===== src/rtl/cpu_pkg.sv =====
// Shared constants and types for the register-file write path.
package cpu_pkg;

  localparam int DATA_WIDTH = 16;
  localparam int ADDR_WIDTH = 2;
  localparam int NUM_REGS   = 4;

  typedef enum logic {
    REQ_ALU  = 1'b0,
    REQ_LOAD = 1'b1
  } req_e;

endpackage


===== src/rtl/rr_arbiter2.sv =====
// Two-way round-robin grant for the ALU and load writeback paths; grants are combinational.
// Ties go to A until the first accept after reset, then alternate against LastGrant.
module rr_arbiter2
  import cpu_pkg::*;
(
  input  logic i_clock,
  input  logic i_reset,
  input  logic i_a_valid,
  input  logic i_l_valid,
  output logic o_a_grant,
  output logic o_l_grant
);

  req_e r_last;
  logic r_primed;
  logic w_tie_to_a;

  assign w_tie_to_a = !r_primed || (r_last == REQ_LOAD);
  assign o_a_grant  = !i_reset && i_a_valid && (!i_l_valid || w_tie_to_a);
  assign o_l_grant  = !i_reset && i_l_valid && (!i_a_valid || !w_tie_to_a);

  always_ff @(posedge i_clock) begin
    if (i_reset) begin
      r_last   <= REQ_ALU;
      r_primed <= 1'b0;
    end else if (o_a_grant) begin
      r_last   <= REQ_ALU;
      r_primed <= 1'b1;
    end else if (o_l_grant) begin
      r_last   <= REQ_LOAD;
      r_primed <= 1'b1;
    end
  end

endmodule


===== src/rtl/regfile_write_arbiter.sv =====
// Shares the register-file write port between ALU and load writeback; the accepted beat is driven one cycle later.
// Also tracks per-register in-flight writes so issue can stall; no backpressure from the register file.
module regfile_write_arbiter
  import cpu_pkg::*;
#(
  parameter int DATA_WIDTH = cpu_pkg::DATA_WIDTH,
  parameter int ADDR_WIDTH = cpu_pkg::ADDR_WIDTH,
  parameter int NUM_REGS   = cpu_pkg::NUM_REGS
) (
  input  logic                  i_clock,
  input  logic                  i_reset,
  input  logic                  i_a_valid,
  input  logic [ADDR_WIDTH-1:0] i_a_rd,
  input  logic [DATA_WIDTH-1:0] i_a_wd,
  output logic                  o_a_ready,
  input  logic                  i_l_valid,
  input  logic [ADDR_WIDTH-1:0] i_l_rd,
  input  logic [DATA_WIDTH-1:0] i_l_wd,
  output logic                  o_l_ready,
  input  logic                  i_res_valid,
  input  logic [ADDR_WIDTH-1:0] i_res_reg,
  output logic                  o_reg_write,
  output logic [ADDR_WIDTH-1:0] o_rd,
  output logic [DATA_WIDTH-1:0] o_wd,
  output logic [NUM_REGS-1:0]   o_busy,
  output logic                  o_res_error
);

  logic                  w_a_grant;
  logic                  w_l_grant;
  logic [NUM_REGS-1:0]   w_busy_nxt;
  logic                  w_res_clash;

  logic                  r_reg_write;
  logic [ADDR_WIDTH-1:0] r_rd;
  logic [DATA_WIDTH-1:0] r_wd;
  logic [NUM_REGS-1:0]   r_busy;
  logic                  r_res_error;

  rr_arbiter2 u_arb (
    .i_clock   (i_clock),
    .i_reset   (i_reset),
    .i_a_valid (i_a_valid),
    .i_l_valid (i_l_valid),
    .o_a_grant (w_a_grant),
    .o_l_grant (w_l_grant)
  );

  // Reservation is applied after the commit clear so a same-edge set wins.
  always_comb begin
    w_busy_nxt  = r_busy;
    w_res_clash = 1'b0;
    if (r_reg_write) w_busy_nxt[r_rd] = 1'b0;
    if (i_res_valid) begin
      w_res_clash = r_busy[i_res_reg] && !(r_reg_write && (r_rd == i_res_reg));
      w_busy_nxt[i_res_reg] = 1'b1;
    end
  end

  always_ff @(posedge i_clock) begin
    if (i_reset) begin
      r_reg_write <= 1'b0;
      r_rd        <= '0;
      r_wd        <= '0;
      r_busy      <= '0;
      r_res_error <= 1'b0;
    end else begin
      r_reg_write <= w_a_grant || w_l_grant;
      if (w_a_grant) begin
        r_rd <= i_a_rd;
        r_wd <= i_a_wd;
      end else if (w_l_grant) begin
        r_rd <= i_l_rd;
        r_wd <= i_l_wd;
      end
      r_busy <= w_busy_nxt;
      if (w_res_clash) r_res_error <= 1'b1;
    end
  end

  assign o_a_ready   = w_a_grant;
  assign o_l_ready   = w_l_grant;
  assign o_reg_write = r_reg_write;
  assign o_rd        = r_rd;
  assign o_wd        = r_wd;
  assign o_busy      = r_busy;
  assign o_res_error = r_res_error;

endmodule


===== config.mk =====
export PLATFORM = sky130hd
export DESIGN_NAME = regfile_write_arbiter
export DESIGN_NICKNAME = d
export VERILOG_FILES = /design/src/rtl/cpu_pkg.sv /design/src/rtl/rr_arbiter2.sv /design/src/rtl/regfile_write_arbiter.sv
export SDC_FILE = /design/constraint.sdc
export NUM_CORES = 1
export LEC_CHECK = 0
export CORE_ASPECT_RATIO = 0.75
export CORE_MARGIN = 3
export CORE_UTILIZATION = 35
export CTS_CLUSTER_DIAMETER = 50
export DETAILED_ROUTE_END_ITERATION = 10
export MAX_ROUTING_LAYER = met4
export PLACE_DENSITY = 0.88
export SLEW_MARGIN = 20
export SYNTH_ARGS = -nofsm -noshare
export SYNTH_HDL_FRONTEND = slang
export SYNTH_HIERARCHICAL = 1
export SYNTH_SLANG_ARGS = --single-unit

===== constraint.sdc =====
create_clock -name i_clock -period 1.5 [get_ports i_clock]
set_input_delay 0.3 -clock i_clock [delete_from_list [all_inputs] [get_ports i_clock]]
set_output_delay 0.3 -clock i_clock [all_outputs]
set_load 0.05 [all_outputs]

## Yosys cells after proc, flatten, opt, wreduce, memory -nomap -nowiden

Cells that the tools add are included.

| word-level totals | value |
|---|---|
| logic and storage cells | 50 |
| flip-flop bits (word level) | 26 |
| output and inout bits | 26 |
| input bits | 43 |

| operators by class | value |
|---|---|
| reduce and logical (&&, ||, !) cells | 20 |
| magnitude comparators | 4 |
| bitwise gates (word level) | 3 |
| mux-type cells | 15 |
| eq/ne operators | 1 |

Operators with widths:

| cell | count |
|---|---|
| 16-bit 2-to-1 mux | 2 |
| 1-bit logical AND | 8 |
| 4-bit 2-to-1 mux | 2 |
| 1-bit zero test | 6 |
| 2-bit by 3-bit less-than comparator with 1-bit output, second input constant | 2 |
| 1-bit 2-to-1 mux | 6 |
| 4-bit bitwise AND | 1 |
| 1-bit demux with 2-bit select | 2 |
| 2-bit by 1-bit >= comparator with 1-bit output, second input constant | 2 |
| 1-bit logical OR | 4 |
| 2-bit 2-to-1 mux | 2 |
| 4-bit NOT | 1 |
| 4-bit OR | 1 |
| 1-bit binary-select mux with 2-bit select | 1 |
| 2-bit == test | 1 |
| 2-bit nonzero test | 1 |
| 2-bit OR reduction | 1 |

## Depth between registers and ports, before layout

| logic depth | value |
|---|---|
| depth after elaboration | 9 |
| mapped depth | 7 |
| depth with buffers taken out | 5 |

## Cells and area by module

The synthesis kept the hierarchy.

By module, submodules not included:

| module | cells each | sequential area each (µm²) | area each (µm²) | instances |
|---|---|---|---|---|
| regfile_write_arbiter | 110 | 480.5 | 1188.6 | 1 |
| rr_arbiter2 | 12 | 40.0 | 98.8 | 1 |

## Worst setup path after synthesis

Ideal clock, no wire load.

| timing | value |
|---|---|
| kind | register to register |
| from | register u_arb.r_last |
| to | register r_rd[1] (netlist: o_rd[1]) |
| arrival time | 2.565 ns |
| clock period less this slack | 2.692 ns |
| required time | 1.372 ns |
| library setup time | 0.128 ns |
| setup slack | -1.192 ns |
| buffers on the path | 2 |
| stages on the path, launching flop included | 7 |
| cells stage by stage | dfxtp_1 inv_1 a311oi_1 buf_4 buf_4 mux2i_1 nor2_1 |

| on the way | value |
|---|---|
| elaborated cells between the ends (all ways) | 8 |
| classes of those cells | mux: 1; reduce/logical: 7 |

RTL lines:

| element | RTL line | source |
|---|---|---|
| start, declared | rr_arbiter2.sv:14 | `req_e r_last;` |
| start signal, assigned | rr_arbiter2.sv:24 | `r_last <= REQ_ALU;` |
| start signal, assigned | rr_arbiter2.sv:27 | `r_last <= REQ_ALU;` |
| start signal, assigned | rr_arbiter2.sv:30 | `r_last <= REQ_LOAD;` |
| 1-bit logical OR * | rr_arbiter2.sv:18 | `assign w_tie_to_a = !r_primed \|\| (r_last == REQ_LOAD);` |
| 1-bit logical OR * | rr_arbiter2.sv:19 | `assign o_a_grant = !i_reset && i_a_valid && (!i_l_valid \|\| w_tie_to_a);` |
| 1-bit logical AND * | rr_arbiter2.sv:19 |  |
| named net o_a_ready | regfile_write_arbiter.sv:15 | `output logic o_a_ready,` |
| 2-bit 2-to-1 mux / 2-bit nonzero test (equally long branches) | -- |  |
| end signal, assigned | regfile_write_arbiter.sv:70 | `r_rd <= i_a_rd;` |
| end signal, assigned | regfile_write_arbiter.sv:73 | `r_rd <= i_l_rd;` |
| end, declared | regfile_write_arbiter.sv:35 | `logic [ADDR_WIDTH-1:0] r_rd;` |

Mark *: on every way through the listed nets, which the timed path passes. The rest lies on a longest branch.
A chain may end at the register's enable or synchronous reset.

## Worst setup path in the final report

| timing | value |
|---|---|
| from | input port i_a_valid |
| to | output port o_a_ready |

| on the way | value |
|---|---|
| word-level cells in the longest chain between the ends | 2 |

RTL lines:

| element | RTL line | source |
|---|---|---|
| start, declared | regfile_write_arbiter.sv:12 | `input logic i_a_valid,` |
| 1-bit logical AND (2 in a row) | rr_arbiter2.sv:19 |  |
| end, declared | regfile_write_arbiter.sv:15 |  |

Every way passes these cells.

==> reports/results.txt <==
Die W = 76.04 µm
Synth area leader = dfxtp_1
Worst EP arrival = 1.28 ns
drt wl/cell = 16.35 µm
core area = 0.003401 mm²
footprint of the multi-input gates = 792.0 µm²
status = finished, violations left
H-Tree Depth = 1
Hold EP = u_arb/r_last
PortBufs = 68
nets = 252
Initial Utilization = 0.3786
CTS tree = yes
Vias/cell = 4.760
Buf/Inv on CP = 4
top-area cell type share of the netlist area = 0.4043
Max-Cap Viols = 0
Hold Crit Class = in2reg
Post-CTS Hold Buffers = 0
R2R depth = 7
Final period util = 1.053
Max Clock Freq = 633.0 MHz
Startpoint Class = primary input
first-pass GRT wire length = 7.127 mm
failing checks = setup timing
Synth warnings = 6
syn nets = 165
Mean Syn Cell Area = 10.55 µm²
clk_skew = 0.01103 ns
highest fanout seen on the critical path = 3
setup violators final = 7
n_diodes = 0
share of layout cells above drive strength 1 = 0.4038
Fin. Hold Viols = 0
Final Util = 0.7579
cells along the critical path = dlygate4sd2_1 -> inv_1 -> a311oi_4 -> buf_6 -> buf_12
WP data required = 1.20 ns
pwr/cell area = 837.8 mW/mm²
hold depth = 3
IO Count = 69
critical path class = in2out
post-route ant nets = 0
worst skew pair latency = 0.28 ns
Reg2Reg Launch Point = u_arb/r_last
Yosys cell types = 26
Tmin final = 1.580 ns
Post-Syn Instances = 122
Post-DP Area = 0.002411 mm²
synthesis-to-finish area growth = 100.2%
Rel. slew slack = 0.7775
die height = 58.53 µm
Root Buffer = clkbuf_8
total CTS buffers = 3
CP delay by family, top = buffers and inverters
DRT Pass-1 Iters = 4
DP HPWL = 3.246 mm
Final GP Congestion = 0.8176
slowest cell delay on critical path = 0.30 ns
vias in the first global route = 1388
register area = 523.0 µm²
R2R Path End = o_wd[0]
sequential share of the synthesized area = 0.4043
Slowest-stage cell, CP = dlygate4sd2_1
Mapped Area = 0.001287 mm²
largest net degree at the start of global routing = 23
CTS max path bufs = 2
via count = 1228
post-route cell area = 0.002577 mm²
FILL cells = 206
CP Capture Type = output pin
total global-route track usage = 0.2126
total gr overflow = 0
RSZ-0062 raised after global routing = yes
Synth Register Bits = 26
DRT iter0 DRCs = 39
setup slack, reg-to-reg = -0.06 ns
dominant cells by area after synthesis = dfxtp_1 (40%), mux2i_1 (14%), mux2_4 (10%), mux2_2 (9.6%), nor2_1 (7.3%)
Max IR drop VDD = 0.5521 mV
Final Slew Violations = 0
initial antenna violation count = 0
detailed-route DRC error count = 0
clock sink total = 26
die area = 0.004450 mm²
final WL = 4.218 mm
Leak = 1.053 nW
Setup TNS Final = -0.3024 ns
HP Start = i_reset
row count = 18
Worst Tran Pin Value = 0.3333 ns
CTS clk-pin slew, worst paths = 0.10 ns
Final Worst Setup Slack = -0.07986 ns
[cell usage in the layout, fill, tap and decap left out, types with 2 or more instances in the layout]
cell and instances:
buf_4 14, inv_1 2, nand2b_4 2, mux2i_1 15, buf_12 26, nand3_1 2, nor2_1 25, clkbuf_8 3
dfxtp_2 2, dfxtp_1 24, mux2_4 18, xor2_1 2, a21oi_1 2, mux2i_2 2, nand3b_1 2, dlygate4sd2_1 2
mux2_2 2, buf_6 7, a32oi_1 2, clkdlybuf4s50_1 39
[metal layers]
metal | global-route usage | vias up | share of wire
li1 | - | 595 | -
met1 | 0.2274 | 579 | 0.40
met2 | 0.3914 | 41 | 0.52
met3 | 0.04128 | 13 | 0.039
met4 | 0.09561 | 0 | 0.035
met5 | - | - | 0
[where the power goes]
group	leakage, nW	internal [mW]	total (mW)	switching [mW]
combinational	0.803	0.441	0.775	0.334
clock	0.0357	0.357	0.586	0.228
sequential	0.214	0.739	0.799	0.0604
total	1.05	1.54	2.16	0.623
[tightest hold or removal path, stage by stage]
cell and delay (ns):
dlygate4sd2_1 0.25, buf_6 0.15, a211oi_2 0.04
[sequential cells by signal (all words and copies together), names as in the netlist]
name,count
o_busy,4
o_reg_write,1
o_res_error,1
u_arb/r_last,1
o_wd,16
o_rd,2
u_arb/r_primed,1
[worst max-delay path by stage]
stage                       startpoint        end  cells after the start
final                        i_a_valid  o_a_ready                      5
after CTS                 u_arb/r_last  o_a_ready                      4
after global routing      u_arb/r_last  o_l_ready                      5
after floorplan           u_arb/r_last    o_rd[1]                      6
after detailed placement       i_reset   o_wd[14]                      7
after global placement       i_a_valid    o_rd[1]                      6
[cell usage after synthesis]
master    number
or3b_2         1
mux2_2        11
clkbuf_1       2
buf_6          1
inv_1          3
dfxtp_1       26
a211oi_1       1
nor2_1        25
nor3b_1        1
a31oi_1        1
mux2i_1       18
a311oi_1       1
nor4b_1        1
nand3b_1       2
nand2b_1       2
a211oi_2       1
nor3_1         1
buf_4          3
xor2_1         2
o21ai_0        1
mux2_4         9
nand3_1        2
nand2_1        1
buf_12         1
a32oi_1        2
a21oi_1        3
[through the flow]
step           hold slack, ns  cells  total power [mW]  setup slack [ns]
2_1_floorplan          0.3573    122             1.159           -0.2489
3_3_place_gp           0.5163    249             1.530           -0.4058
3_5_place_dp           0.5306    249             1.548           -0.4737
4_1_cts                0.4822    258             2.151          -0.07419
5_1_grt                0.5006    258             2.247           -0.1305
6_report               0.4907    258             2.159          -0.07986
[logic make-up (layout without fill, tap and decap cells)]
kind of cell	after synthesis	count (layout)	share of synthesized area
multiplexers	38	38	0.3411
buffers and inverters	10	96	0.05637
AO/OA/AOI/OAI	10	10	0.05637
XOR/XNOR	2	2	0.01361
AND/OR/NAND/NOR	36	36	0.1283
flip-flops	26	26	0.4043
[timing repair]
item,in CTS,in global routing
resized for setup,14,6
buffers inserted,6,0
setup endpoints to repair,20,20
endpoints found under the hold margin,0,0
pin swaps,2,3
[cell type report]
type | count | area share
Clock inverter | 1 | 0.01165
Clock buffer | 3 | 0.01602
Sequential cell | 26 | 0.2029
Tap cell | 50 | 0.02427
Inverter | 3 | 0.004369
Timing Repair Buffer | 89 | 0.4335
Multi-Input combinational cell | 86 | 0.3073
No activity file was read; power rests on OpenSTA's default activity.
